--- src/rtl/snakes_pkg.sv ---
// Shared game-state encoding, score/level widths and the move-period rule
// used by the snake game controller.
package snakes_pkg;

  typedef enum logic [1:0] {
    ST_IDLE  = 2'd0,
    ST_RUN   = 2'd1,
    ST_PAUSE = 2'd2,
    ST_OVER  = 2'd3
  } game_state_e;

  localparam int SCORE_W = 7;
  localparam int LEVEL_W = 3;

  localparam logic [SCORE_W-1:0] SCORE_MAX = '1;
  localparam logic [LEVEL_W-1:0] LEVEL_MAX = '1;

  // Cycles between move ticks: each level shaves two cycles, floored at min_div.
  function automatic int calc_div(input int base_div, input int min_div, input int level);
    int d;
    d = base_div - 2 * level;
    return (d < min_div) ? min_div : d;
  endfunction

endpackage

--- src/rtl/btn_sync_edge.sv ---
// Two-flop synchronizer plus rising-edge detector for a raw push button;
// emits a single registered press pulse per press.
module btn_sync_edge (
  input  logic clk,
  input  logic nRst_i,
  input  logic btn_i,
  output logic press_o
);

  logic       r_s1;
  logic       r_s2;
  logic       r_s3;
  logic [1:0] r_fill;
  logic       r_armed;
  logic       r_press;

  // r_armed stays low until the settled synchronizer has shown the button
  // released, so a button held across reset release never yields a press.
  always_ff @(posedge clk or negedge nRst_i) begin
    if (!nRst_i) begin
      r_s1    <= 1'b0;
      r_s2    <= 1'b0;
      r_s3    <= 1'b0;
      r_fill  <= 2'b00;
      r_armed <= 1'b0;
      r_press <= 1'b0;
    end else begin
      r_s1   <= btn_i;
      r_s2   <= r_s1;
      r_s3   <= r_s2;
      r_fill <= {r_fill[0], 1'b1};
      if (r_fill[1] && !r_s2) begin
        r_armed <= 1'b1;
      end
      r_press <= r_s2 & ~r_s3 & r_armed;
    end
  end

  assign press_o = r_press;

endmodule

--- src/rtl/snake_game_ctrl.sv ---
// Snake game controller: game-state FSM, speed-scaled move tick generator,
// score/level bookkeeping and stopwatch control strobes.
module snake_game_ctrl
  import snakes_pkg::*;
#(
  parameter int BASE_DIV       = 20,
  parameter int MIN_DIV        = 4,
  parameter int APPLES_PER_LVL = 4
) (
  input  logic               clk,
  input  logic               nRst_i,
  input  logic               start_btn_i,
  input  logic               pause_btn_i,
  input  logic               collision_i,
  input  logic               apple_i,
  output logic [1:0]         state_o,
  output logic               tick_o,
  output logic               timer_clr_o,
  output logic               timer_en_o,
  output logic [SCORE_W-1:0] score_o,
  output logic [LEVEL_W-1:0] level_o
);

  localparam int CNT_W = $clog2(BASE_DIV + 1);

  logic w_start_p;
  logic w_pause_p;

  btn_sync_edge u_start_btn (
    .clk     (clk),
    .nRst_i  (nRst_i),
    .btn_i   (start_btn_i),
    .press_o (w_start_p)
  );

  btn_sync_edge u_pause_btn (
    .clk     (clk),
    .nRst_i  (nRst_i),
    .btn_i   (pause_btn_i),
    .press_o (w_pause_p)
  );

  game_state_e        r_state;
  game_state_e        w_state_nx;
  logic               r_tick;
  logic               r_clr;
  logic [CNT_W-1:0]   r_cnt;
  logic [CNT_W-1:0]   r_div;
  logic [SCORE_W-1:0] r_score;
  logic [LEVEL_W-1:0] r_level;

  // Collision outranks any pause press arriving in the same RUN cycle.
  always_comb begin
    w_state_nx = r_state;
    case (r_state)
      ST_IDLE:  if (w_start_p) w_state_nx = ST_RUN;
      ST_RUN: begin
        if (collision_i)    w_state_nx = ST_OVER;
        else if (w_pause_p) w_state_nx = ST_PAUSE;
      end
      ST_PAUSE: if (w_pause_p) w_state_nx = ST_RUN;
      ST_OVER:  if (w_start_p) w_state_nx = ST_RUN;
      default:  w_state_nx = ST_IDLE;
    endcase
  end

  logic               w_enter;
  logic               w_stay_run;
  logic               w_wrap;
  logic               w_apple_ok;
  logic [SCORE_W-1:0] w_score_inc;
  logic               w_lvl_up;
  logic [CNT_W-1:0]   w_div_nx;

  assign w_enter     = w_start_p && ((r_state == ST_IDLE) || (r_state == ST_OVER));
  assign w_stay_run  = (r_state == ST_RUN) && (w_state_nx == ST_RUN);
  assign w_wrap      = w_stay_run && (r_cnt == r_div - 1'b1);
  assign w_apple_ok  = (r_state == ST_RUN) && apple_i && !collision_i && (r_score != SCORE_MAX);
  assign w_score_inc = r_score + 1'b1;
  assign w_lvl_up    = ((int'(w_score_inc) % APPLES_PER_LVL) == 0) && (r_level != LEVEL_MAX);
  assign w_div_nx    = CNT_W'(calc_div(BASE_DIV, MIN_DIV, int'(r_level)));

  // The tick period is latched at each wrap, so a level change only
  // shortens the period that starts after the next wrap.
  always_ff @(posedge clk or negedge nRst_i) begin
    if (!nRst_i) begin
      r_state <= ST_IDLE;
      r_tick  <= 1'b0;
      r_clr   <= 1'b0;
      r_cnt   <= '0;
      r_div   <= CNT_W'(BASE_DIV);
      r_score <= '0;
      r_level <= '0;
    end else begin
      r_state <= w_state_nx;
      r_clr   <= w_enter;
      r_tick  <= w_wrap;
      if (w_enter) begin
        r_cnt   <= '0;
        r_div   <= CNT_W'(BASE_DIV);
        r_score <= '0;
        r_level <= '0;
      end else begin
        if (w_wrap) begin
          r_cnt <= '0;
          r_div <= w_div_nx;
        end else if (w_stay_run) begin
          r_cnt <= r_cnt + 1'b1;
        end
        if (w_apple_ok) begin
          r_score <= w_score_inc;
          if (w_lvl_up) begin
            r_level <= r_level + 1'b1;
          end
        end
      end
    end
  end

  assign state_o     = r_state;
  assign tick_o      = r_tick;
  assign timer_clr_o = r_clr;
  assign timer_en_o  = (r_state == ST_RUN);
  assign score_o     = r_score;
  assign level_o     = r_level;

endmodule

--- config.mk ---
export PLATFORM = sky130hd
export DESIGN_NAME = snake_game_ctrl
export DESIGN_NICKNAME = d
export VERILOG_FILES = /design/src/rtl/snakes_pkg.sv /design/src/rtl/btn_sync_edge.sv /design/src/rtl/snake_game_ctrl.sv
export SDC_FILE = /design/constraint.sdc
export NUM_CORES = 1
export LEC_CHECK = 0
export ABC_AREA = 1
export BUFFER_PORTS_ARGS = -buffer_cell sky130_fd_sc_hd__buf_4
export CAP_MARGIN = 40
export CORE_MARGIN = 2
export CORE_UTILIZATION = 55
export DETAILED_ROUTE_END_ITERATION = 12
export PLACE_DENSITY = 0.83
export SLEW_MARGIN = 20
export SYNTH_ARGS = -nofsm -noshare
export SYNTH_HDL_FRONTEND = slang
export SYNTH_SLANG_ARGS = --single-unit
--- constraint.sdc ---
create_clock -name clk -period 3.8 [get_ports clk]
set_input_delay 0.76 -clock clk [delete_from_list [all_inputs] [get_ports clk]]
set_output_delay 0.76 -clock clk [all_outputs]
set_load 0.02 [all_outputs]
After elaboration in Yosys (flattened, before gate mapping)
Cells that the tools add are included.

operators by class
  $add $sub $neg = 5
  $lt $le $gt $ge = 1
  equality and inequality tests = 7
  muxes and demuxes = 16
  bitwise logic cells = 6
  reductions and logical operators = 21

operator list
  cell                 number
  $logic_not 32->1     1
  $mux 5               6
  $mux 7               2
  $logic_and 1x1->1    9
  $mux 3               3
  $mux 2               4
  $add 7x1->7 const B  1
  $ne 7x7->1 const B   1
  $lt 6x4->1 const B   1
  $pmux 2 s3           1
  $reduce_bool 2->1    3
  $sub 5x4->6 const A  1
  $add 5x1->5 const B  1
  $eq 5x5->1           1
  $sub 5x1->5 const B  1
  $and 1x1->1          4
  $eq 2x1->1 const B   2
  $eq 2x2->1 const B   2
  $add 3x1->3 const B  1
  $logic_not 1->1      3
  $ne 3x3->1 const B   1
  $reduce_bool 3->1    1
  $logic_not 2->1      1
  $not 1->1            2
  other kinds (3)      3

storage, ports and cells
  flip-flop bits (word level) = 38
  output and inout bits = 15

Longest topological paths before layout
Gate-level depths: netlist of run 1.

  word-level depth = 8
  gate-level depth with buffers = 13

By module
From an unflattened synthesis of run 1, not the netlist that was laid out.

unflattened totals
  cell total of the unflattened synthesis = 216
  area, all modules = 1896.8 um^2

modules (own cells, without submodules)
  module           instances  cells each  area an instance (um^2)
  snake_game_ctrl  1          188         1488.9
  btn_sync_edge    2          14          203.9

Least setup slack after synthesis of run 1
OpenSTA, ideal clock, no wires.

  path type = reg-to-reg
  start = reg r_state[0] (netlist: state_o[0])
  end = reg r_cnt[0]
  setup time = 76 ps
  arrival time = 1676 ps
  setup slack = 2047 ps
  cell stages (with the launch flop) = 10
  path buffers = 0
  clock period less this slack = 1753 ps
  cells stage by stage = dfrtp_1 > inv_1 > ha_1 > a21oi_1 > nand3_1 > nand2_1 > nor2_8 > nor2_2 > nand2_1 > o21ai_1

between the ends
  cells in the longest elaborated chain, start to end = 8

RTL lines
  element                                                     line                                          source
  start, declared                                             snake_game_ctrl.sv:43                         game_state_e r_state;
  start signal, assigned                                      snake_game_ctrl.sv:95                         r_state <= w_state_nx;
  $eq 2x2->1 (tied with other cells)                          snake_game_ctrl.sv:55, snake_game_ctrl.sv:75
  $reduce_or 2->1 (no line) / $mux 2 (equally long branches)  n/a
  $pmux 2 s3                                                  snake_game_ctrl.sv:55                         case (r_state)
  $eq 2x1->1                                                  snake_game_ctrl.sv:76                         assign w_stay_run = (r_state == ST_RUN) && (w_state_nx == ST_RUN);
  $logic_and 1x1->1                                           snake_game_ctrl.sv:76
  $logic_and 1x1->1                                           snake_game_ctrl.sv:77                         assign w_wrap = w_stay_run && (r_cnt == r_div - 1'b1);
  $mux 5                                                      snake_game_ctrl.sv:104                        if (w_wrap) begin
  $mux 5                                                      snake_game_ctrl.sv:98                         if (w_enter) begin
  end signal, assigned                                        snake_game_ctrl.sv:108                        r_cnt <= r_cnt + 1'b1;
  end, declared                                               snake_game_ctrl.sv:47                         logic [CNT_W-1:0] r_cnt;

Parallel ways exist; a longest one is shown, timed or not.
A chain may end at the register's enable or synchronous reset.

Final worst setup path of run 1
  start = reg r_state[0] (netlist: state_o[0])
  end = out timer_en_o

between the ends
  cells in the longest elaborated chain, start to end = 1

RTL lines
  element        line                    source
  $eq 2x1->1     snake_game_ctrl.sv:123  assign timer_en_o = (r_state == ST_RUN);
  end, declared  snake_game_ctrl.sv:19   output logic timer_en_o,

No other way between the ends.

==> summary.txt, run 1 <==
Routing
  – 1st-iter DRT viols: 43
  – Post-DRT Antenna Nets: 0
  – Routed WL: 3.203 mm
  – DRT Pass-1 Iters: 4
  – Vias: 1391
  – Via-to-Cell Ratio: 5.022
  – DRC viols: 0
  – Wire per inst: 11.56 um

Logic synthesis
  – Synthesized area per cell: 8.740 sq um
  – #FFs+latches synth: 35
  – Post-synth cell types: 30
  – Post-synth EDFFs: 0
  – Post-synth top flop: dfrtp_1
  – Seq/Total Area, Yosys: 0.4855
  – Synthesized area: 1809 sq um
  – Mapped Cells: 207
  – Synth warnings: 0
  – FFs w/ async S/R, synth: 1.000
  – Syn nets: 222

Placement
  – Placed cells: 269
  – # port buffers: 20
  – Pre-CTS setup slack: 1.930 ns
  – Post-DP Area: 2006 sq um
  – GPL Wtd Cong: 0.8649
  – Post-DP HPWL: 2.274 mm

Clock network
  – Worst-path clk slew: 0.12 ns
  – Hold buffer count at cts: 0
  – CTS root buf: clkbuf_4
  – # clock sinks: 35
  – # H-tree levels: 2
  – CTS tree: yes
  – Clock Latency Late Sink: 0.35 ns
  – PostCTS Resize Cnt: 0
  – CTS Buf Count: 5
  – Setup bufs post-CTS: 0
  – Worst-case clock buffer depth: 2

Global routing
  – GR Util All Layers: 0.2097
  – GRT Residual Overflow: 0
  – Pin count of the biggest net entering global routing: 36
  – Vias in the first global route: 1340
  – First-pass GRT wire length: 5.699 mm
  – Initial antenna violation count: 0

Floorplanning
  – Die width: 61.36 um
  – Chip height: 61.36 um
  – Die area: 3764 sq um
  – Rows: 20
  – Core area: 3103 sq um
  – # IOs: 21
  – Initial core utilization: 0.5831

Timing
  – Setup violators final: 0
  – Final Hold Violating Endpoints: 0
  – Unrepaired setup endpoints after global routing: false
  – Fin Setup TNS: 0 ns
  – Setup ws final: 1.818 ns
  – Final slew viol count: 0
  – Final period util: 0.5217
  – Achievable Freq: 0.5044 GHz
  – Final worst path period need: 1.982 ns
  – Clock skew: 0.01724 ns

Worst setup path
  – CP max FO: 6
  – WP data required: 3.04 ns
  – WP data arrival: 1.22 ns
  – Critical Path Source Type: flip-flop
  – Crit Path Class: reg2out
  – Crit end category: output pin

Final layout
  – Layout cell share with drive strength beyond 1: 0.2275
  – Commonest non-fill, non-tap cell in the layout: nand2_1
  – Diodes inserted: 0
  – Final instance area: 2090 sq um
  – Nets: 247
  – Layout area overhead: 15.49%
  – Fin util: 0.6734
  – Non-Filler Instances: 277
  – Most frequent cells in the layout: 53 x nand2_1, 33 x dfrtp_1, 25 x inv_1

Hold path
  – Min-delay worst type: in2async

Outcome
  – Outcome: finished clean

Power
  – PD cells: 627.5 nW/um^2
  – Peak VDD IR: 431.3 uV
  – Leak: 0.001137 uW

Run
  – Maxcap violations: 0
==> logic make-up after synthesis <==
group | share of synthesized area
AO/OA/AOI/OAI | 0.03803
buffers and inverters | 0.07399
AND/OR/NAND/NOR | 0.2946
other | 0.002073
adder cells (fa/ha/maj) | 0.06224
flip-flops | 0.4855
XOR/XNOR | 0.04357
==> synth_stat cells (2+ instances only) <==
library cell	instances	area [sq um]
dfrtp_1	33	825.8
dfstp_2	2	52.55
ha_1	9	112.6
inv_1	25	93.84
inv_2	7	26.28
nand2_1	53	198.9
nand2_2	2	12.51
nand2_4	2	22.52
nand3_1	20	100.1
nand4_1	9	56.30
nor2_1	8	30.03
nor2_2	4	25.02
nor2_4	3	33.78
nor3_1	2	10.01
o21ai_0	2	10.01
o21ai_1	3	15.01
o31ai_1	3	22.52
xnor2_1	2	17.52
xor2_1	7	61.31
==> layer usage <==
metal	up-vias	part of all wire	wire (um)	global-route usage
met1	638	0.45	1430	0.2572
met3	11	0.045	145	0.06092
met5	-	0	0	0
li1	708	-	-	-
met2	34	0.48	1552	0.3404
met4	0	0.023	74	0.1033
==> metrics by stage <==
stage / power (uW) / hold WS (ns)
floorplan: 911.2 / 0.3312
global placement: 1037 / 0.3362
detailed placement: 1045 / 0.3403
CTS: 1326 / 0.3334
global route: 1417 / 0.3401
finish: 1311 / 0.3354
==> sequential cells by signal (all words and copies together) (netlist names) <==
signal / cells
u_start_btn.r_armed: 1
u_start_btn.press_o: 1
u_pause_btn.r_fill: 2
score_o: 7
u_pause_btn.r_s1: 1
u_pause_btn.r_s3: 1
r_cnt: 5
u_start_btn.r_s1: 1
u_pause_btn.press_o: 1
r_div: 4
state_o: 2
u_pause_btn.r_armed: 1
level_o: 3
tick_o: 1
u_pause_btn.r_s2: 1
u_start_btn.r_s2: 1
timer_clr_o: 1
u_start_btn.r_s3: 1
==> path summary, 6_finish.rpt <==
| check | from | endpoint | slack [ns] | depth (start not counted) |
|---|---|---|---|---|
| min in group clk | u_pause_btn.r_s1 | u_pause_btn.r_s2 | 0.37 | 0 |
| hold reg to reg | u_pause_btn.r_s1 | u_pause_btn.r_s2 | 0.37 | 0 |
| max in group asynchronous | nRst_i | r_div[4] | 3.11 | 1 |
| hold / removal | nRst_i | state_o[0] | 0.34 | 1 |
| setup reg to reg | state_o[0] | r_cnt[4] | 1.90 | 9 |
| setup / recovery | state_o[0] | timer_en_o | 1.82 | 2 |
==> power breakdown <==
| group | switching [uW] | leakage, uW | total [uW] | internal, uW |
|---|---|---|---|---|
| combinational | 330 | 0.000653 | 526 | 196 |
| sequential | 68.9 | 0.000442 | 510 | 441 |
| clock | 135 | 0.0000418 | 276 | 140 |
| total | 534 | 0.00114 | 1310 | 778 |
==> layout make-up <==
cell class / instances / area, sq um
fill: 259 / 1013
clock inverter: 3 / 46.29
multi-input combinational: 137 / 797.0
inverter: 33 / 125.1
clock buffer: 5 / 37.54
timing repair buffer: 20 / 150.1
tap: 44 / 55.05
sequential: 35 / 878.3
==> critical path: stages, from the launching register on <==
cell,delay (ns)
dfrtp_1,0.45
ha_1,0.25
buf_4,0.17
Note: power is estimated with default switching activity, not from simulation.
==> inputs of run 2 (changes only) <==
==> constraint.sdc (replaced) <==
create_clock -name clk -period 2.1 [get_ports clk]
set_input_delay 0.42 -clock clk [delete_from_list [all_inputs] [get_ports clk]]
set_output_delay 0.42 -clock clk [all_outputs]
set_load 0.02 [all_outputs]
==> summary.txt, run 2 (synthesis results as in run 1) <==
Final layout
  – Layout area overhead: 15.49%
  – Layout cell share with drive strength beyond 1: 0.2275
  – Commonest non-fill, non-tap cell in the layout: nand2_1
  – Nets: 247
  – Most frequent cells in the layout: 53 x nand2_1, 33 x dfrtp_1, 25 x inv_1
  – Non-Filler Instances: 277
  – Diodes inserted: 0
  – Final instance area: 2090 sq um
  – Max FFs per register: 7

Placement
  – Post-DP Area: 2006 sq um
  – GPL Wtd Cong: 0.8254
  – # port buffers: 20
  – Post-DP HPWL: 2.394 mm
  – Placed cells: 269

Global routing
  – Pin count of the biggest net entering global routing: 36
  – Vias in the first global route: 1380
  – GR Util All Layers: 0.2088
  – First-pass GRT wire length: 5.699 mm
  – Initial antenna violation count: 0
  – GRT Residual Overflow: 0

Worst setup path
  – CP Cell Sequence: inv_1, ha_1, nand2_4, nand3_1, nand2_1, nor2_8, nor2_2, nand2_1, o21ai_1
  – Critical Path Source Type: flip-flop
  – CP max FO: 17
  – WP data arrival: 2.16 ns
  – Worst R2R Start: state_o[0]
  – Crit end category: flip-flop
  – Most used cell, CP: nand2_1
  – Crit Path Class: reg2reg
  – Critical Path Slowest Stage Cell: dfrtp_1
  – WP data required: 2.38 ns
  – Crit path launch: state_o[0]
  – Max stage delay on crit path: 0.44 ns

Clock network
  – CTS Buf Count: 5
  – Worst-path clk slew: 0.11 ns
  – CTS root buf: clkbuf_4
  – Worst-case clock buffer depth: 2
  – CTS tree: yes
  – # clock sinks: 35
  – Hold buffer count at cts: 0
  – PostCTS Resize Cnt: 0
  – # H-tree levels: 2
  – Setup bufs post-CTS: 0
  – Clock Latency Late Sink: 0.35 ns

Timing
  – Setup violators final: 0
  – Fin Setup TNS: 0 ns
  – Final Hold Violating Endpoints: 5
  – Final period util: 0.8909
  – Clock skew: 0.01248 ns
  – Hold WS: -0.002550 ns
  – Final slew viol count: 0
  – Achievable Freq: 0.5345 GHz
  – Unrepaired setup endpoints after global routing: false
  – Final worst path period need: 1.871 ns

Floorplanning
  – Rows: 20
  – # IOs: 21
  – Die width: 61.36 um
  – Die area: 3764 sq um
  – Initial core utilization: 0.5831
  – Chip height: 61.36 um
  – Core area: 3103 sq um

Routing
  – Via-to-Cell Ratio: 4.996
  – Post-DRT Antenna Nets: 0
  – DRC viols: 0
  – Wire per inst: 11.22 um
  – DRT Pass-1 Iters: 4
  – Routed WL: 3.109 mm
  – Vias: 1384
  – 1st-iter DRT viols: 35

Power
  – Leak: 0.001137 uW
  – PD cells: 1139 nW/um^2
  – Peak VDD IR: 768.2 uV
  – Overall power: 2379 uW

Outcome
  – Failing checks: negative hold slack
  – Outcome: finished, violations left

Hold path
  – Min-delay worst type: in2async

Run
  – Maxcap violations: 0
==> run 2: cell counts in the layout (fill, tap and decap cells not counted) <==
Identical to the previous run, type by type.
==> run 2: layer usage <==
metal / vias to the layer above / track usage / wire (um)
li1: 710 / - / -
met1: 643 / 0.2573 / 1366
met2: 21 / 0.3511 / 1574
met3: 10 / 0.05882 / 103
met4: 0 / 0.07903 / 65
met5: - / 0 / 0
==> run 2: critical path, delay by kind of cell (launching register included) <==
kind            cells  cell delay (ns)
buf+inv             1             0.08
compound gates      1             0.08
fa+ha+maj           1             0.36
simple gates        6             0.84
flops               1             0.44
==> run 2: final cells by class <==
cell class | instances | area [sq um]
fill | 283 | 1013
sequential | 35 | 878.3
multi-input combinational | 137 | 797.0
timing repair buffer | 20 | 150.1
inverter | 33 | 125.1
tap | 44 | 55.05
clock inverter | 3 | 46.29
clock buffer | 5 | 37.54
==> run 2: worst paths after layout <==
check / slack (ns) / to / cells past startpoint
max: 0.23 / r_cnt[0] / 9
min: -0.003 / u_pause_btn.r_armed / 1
max reg2reg: 0.23 / r_cnt[0] / 9
min reg2reg: 0.36 / u_pause_btn.r_s2 / 0
max in group asynchronous: 1.76 / r_div[4] / 1
min in group clk: 0.17 / u_start_btn.r_s1 / 1
==> run 2: where the power goes <==
| part | internal, uW | switching (uW) |
|---|---|---|
| Sequential | 797 | 132 |
| Combinational | 357 | 605 |
| Clock | 254 | 234 |
==> run 2: per-stage QoR <==
| stage | utilization | setup WS (ns) |
|---|---|---|
| after global placement | 0.6464 | 0.3684 |
| after CTS | 0.6734 | 0.2099 |
| after detailed placement | 0.6464 | 0.2653 |
| final | 0.6734 | 0.2292 |
| after global routing | 0.6734 | 0.03548 |
| after floorplan | - | 0.3473 |
==> inputs of run 3 (changes only) <==
--- a/config.mk
+++ b/config.mk
@@ -5,7 +5,6 @@
 export SDC_FILE = /design/constraint.sdc
 export NUM_CORES = 1
 export LEC_CHECK = 0
-export ABC_AREA = 1
 export BUFFER_PORTS_ARGS = -buffer_cell sky130_fd_sc_hd__buf_4
 export CAP_MARGIN = 40
 export CORE_MARGIN = 2
==> summary.txt, run 3 <==
Routing
  – DRC viols: 1
  – Routed WL: 2.933 mm
  – 1st-iter DRT viols: 30
  – Wire per inst: 14.17 um
  – Post-DRT Antenna Nets: 0
  – DRT Pass-1 Iters: 8
  – Via-to-Cell Ratio: 5.671
  – Vias: 1174

Floorplanning
  – Die area: 3437 sq um
  – Initial core utilization: 0.5852
  – Chip height: 58.63 um
  – Core area: 2805 sq um
  – Rows: 19
  – Die width: 58.63 um
  – # IOs: 21

Logic synthesis
  – Post-synth top flop: dfrtp_1
  – FFs w/ async S/R, synth: 1.000
  – Post-synth top cells: 33 x dfrtp_1, 11 x inv_1, 11 x nor2_1
  – Count leader, synth: dfrtp_1
  – #FFs+latches synth: 35
  – Cell accounting for the most synthesized area: dfrtp_1
  – Post-synth cell types: 35
  – Synth warnings: 0
  – Post-synth EDFFs: 0
  – Seq/Total Area, Yosys: 0.5351
  – Share of the synthesized area in the top cell type: 0.5030
  – Top cells by area, synth: dfrtp_1 50%, ha_1 6.9%, xnor2_1 3.7%
  – Synthesized area: 1642 sq um
  – Synthesized area per cell: 11.17 sq um
  – Mapped Cells: 147
  – Syn nets: 162

Global routing
  – Pin count of the biggest net entering global routing: 36
  – GRT Residual Overflow: 0
  – Vias in the first global route: 1191
  – GR Util All Layers: 0.1973
  – First-pass GRT wire length: 5.071 mm
  – Initial antenna violation count: 0

Worst setup path
  – Crit Path Class: reg2reg
  – WP data required: 2.30 ns
  – Largest delay share family, worst path: compound AO/OA/AOI/OAI gates
  – CP Cell Sequence: ha_1, o21ai_0, and3_4, a2111oi_4, buf_6, mux2i_1, nor4_2
  – Max stage delay on crit path: 0.41 ns
  – Crit end category: flip-flop
  – CP max FO: 7
  – Critical Path Slowest Stage Cell: dfrtp_1
  – Critical Path Source Type: flip-flop
  – WP data arrival: 2.18 ns
  – WP buf/inv: 1

Outcome
  – Failing checks: design-rule violations
  – Outcome: finished, violations left

Final layout
  – Diodes inserted: 0
  – Fillers: 215
  – Max FFs per register: 7
  – Fin util: 0.6905
  – Commonest non-fill, non-tap cell in the layout: dfrtp_1
  – Layout cell share with drive strength beyond 1: 0.2443
  – Layout area overhead: 17.99%
  – Nets: 190
  – Most frequent cells in the layout: 32 x dfrtp_1, 23 x buf_4, 11 x inv_1, 11 x nor2_1, 9 x ha_1

Placement
  – Post-DP HPWL: 2.175 mm
  – GPL Wtd Cong: 0.8856
  – # port buffers: 20

Clock network
  – # H-tree levels: 2
  – CTS Buf Count: 5
  – Clock Latency Late Sink: 0.33 ns
  – Worst-path clk slew: 0.11 ns
  – CTS tree: yes
  – # clock sinks: 35
  – Setup bufs post-CTS: 0
  – CTS root buf: clkbuf_4
  – Worst-case clock buffer depth: 2

Timing
  – Worst Max-Slew Pin Slew: 0.5039 ns
  – Slew margin rel.: 0.6637
  – Final Hold Violating Endpoints: 0
  – Unrepaired setup endpoints after global routing: false
  – Final worst path period need: 1.987 ns
  – Setup violators final: 0
  – Final period util: 0.9463
  – Hold WS: 0.008215 ns
  – Final slew viol count: 0
  – Clock skew: 0.009491 ns
  – Achievable Freq: 0.5032 GHz

Power
  – Peak VDD IR: 591.8 uV
  – Leak: 0.0008972 uW
  – PD cells: 1042 nW/um^2
  – Overall power: 2019 uW

Hold path
  – Min-delay worst type: in2async

Run
  – Maxcap violations: 0
[run 3: final timing paths]
check / startpoint / endpoint / slack (ns) / cells past startpoint
worst min-delay path: nRst_i / u_pause_btn.r_s1 / 0.008 / 1
worst max-delay path: state_o[1] / r_cnt[4] / 0.11 / 7
max in group asynchronous: nRst_i / r_div[4] / 1.76 / 1
min in group clk: pause_btn_i / u_pause_btn.r_s1 / 0.19 / 1
worst max register to register: state_o[1] / r_cnt[4] / 0.11 / 7
worst min register to register: u_start_btn.r_s1 / u_start_btn.r_s2 / 0.37 / 0
[run 3: layer usage]
metal | track usage | vias to the layer above | wire length, um
li1 | - | 569 | -
met1 | 0.2471 | 580 | 1275
met2 | 0.3274 | 23 | 1508
met3 | 0.06154 | 2 | 130
met4 | 0.06494 | 0 | 19
met5 | 0 | - | 0
[run 3: area by class of cell]
| type | count | area, sq um | area share |
|---|---|---|---|
| Sequential cell | 35 | 879.6 | 0.4541 |
| Clock inverter | 3 | 20.02 | 0.01034 |
| Timing Repair Buffer | 24 | 183.9 | 0.09496 |
| Tap cell | 31 | 38.79 | 0.02003 |
| Multi-Input combinational cell | 97 | 732.0 | 0.3779 |
| Inverter | 12 | 45.04 | 0.02326 |
| Clock buffer | 5 | 37.54 | 0.01938 |
[run 3: report_power, final]
part | switching, uW | internal [uW] | total (uW) | leakage [uW]
combinational | 471 | 375 | 846 | 0.000428
sequential | 70.4 | 748 | 819 | 0.000442
clock | 226 | 128 | 354 | 0.0000272
total | 767 | 1250 | 2020 | 0.000897
[run 3: per-stage QoR]
stage	setup TNS, ns	std cells	worst slack [ns]	instance area [sq um]
final	0	207	0.1127	1937
after global routing	0	207	0.001235	1937
after CTS	0	207	0.03625	1916
after detailed placement	-0.02177	199	-0.02177	1851
after global placement	0	199	0.1010	1851
after floorplan	0	147	0.05169	1643
[run 3: what timing repair did]
action | in CTS | in global routing
setup endpoints to repair | 2 | 3
pin swaps | 0 | 3
hold buffers | 0 | 0
resized for setup | 1 | 4
[run 3: cells by family (layout without fill, tap and decap cells)]
group	count (synthesis)	after routing	synth area share
compound gates	25	25	0.1151
simple gates	43	43	0.1387
flops	35	35	0.5351
fa+ha+maj	9	9	0.06860
buf+inv	15	44	0.03430
xor+xnor	13	13	0.06936
other cells	1	1	0.002284
mux	6	6	0.03659
[run 3: worst reg2reg max path, delay by kind of cell (launching register included)]
kind                     cells  cell delay (ns)
multiplexers                 1             0.22
buffers and inverters        1             0.18
flip-flops                   1             0.41
adder cells (fa/ha/maj)      1             0.33
AO/OA/AOI/OAI                2             0.44
AND/OR/NAND/NOR              2             0.26
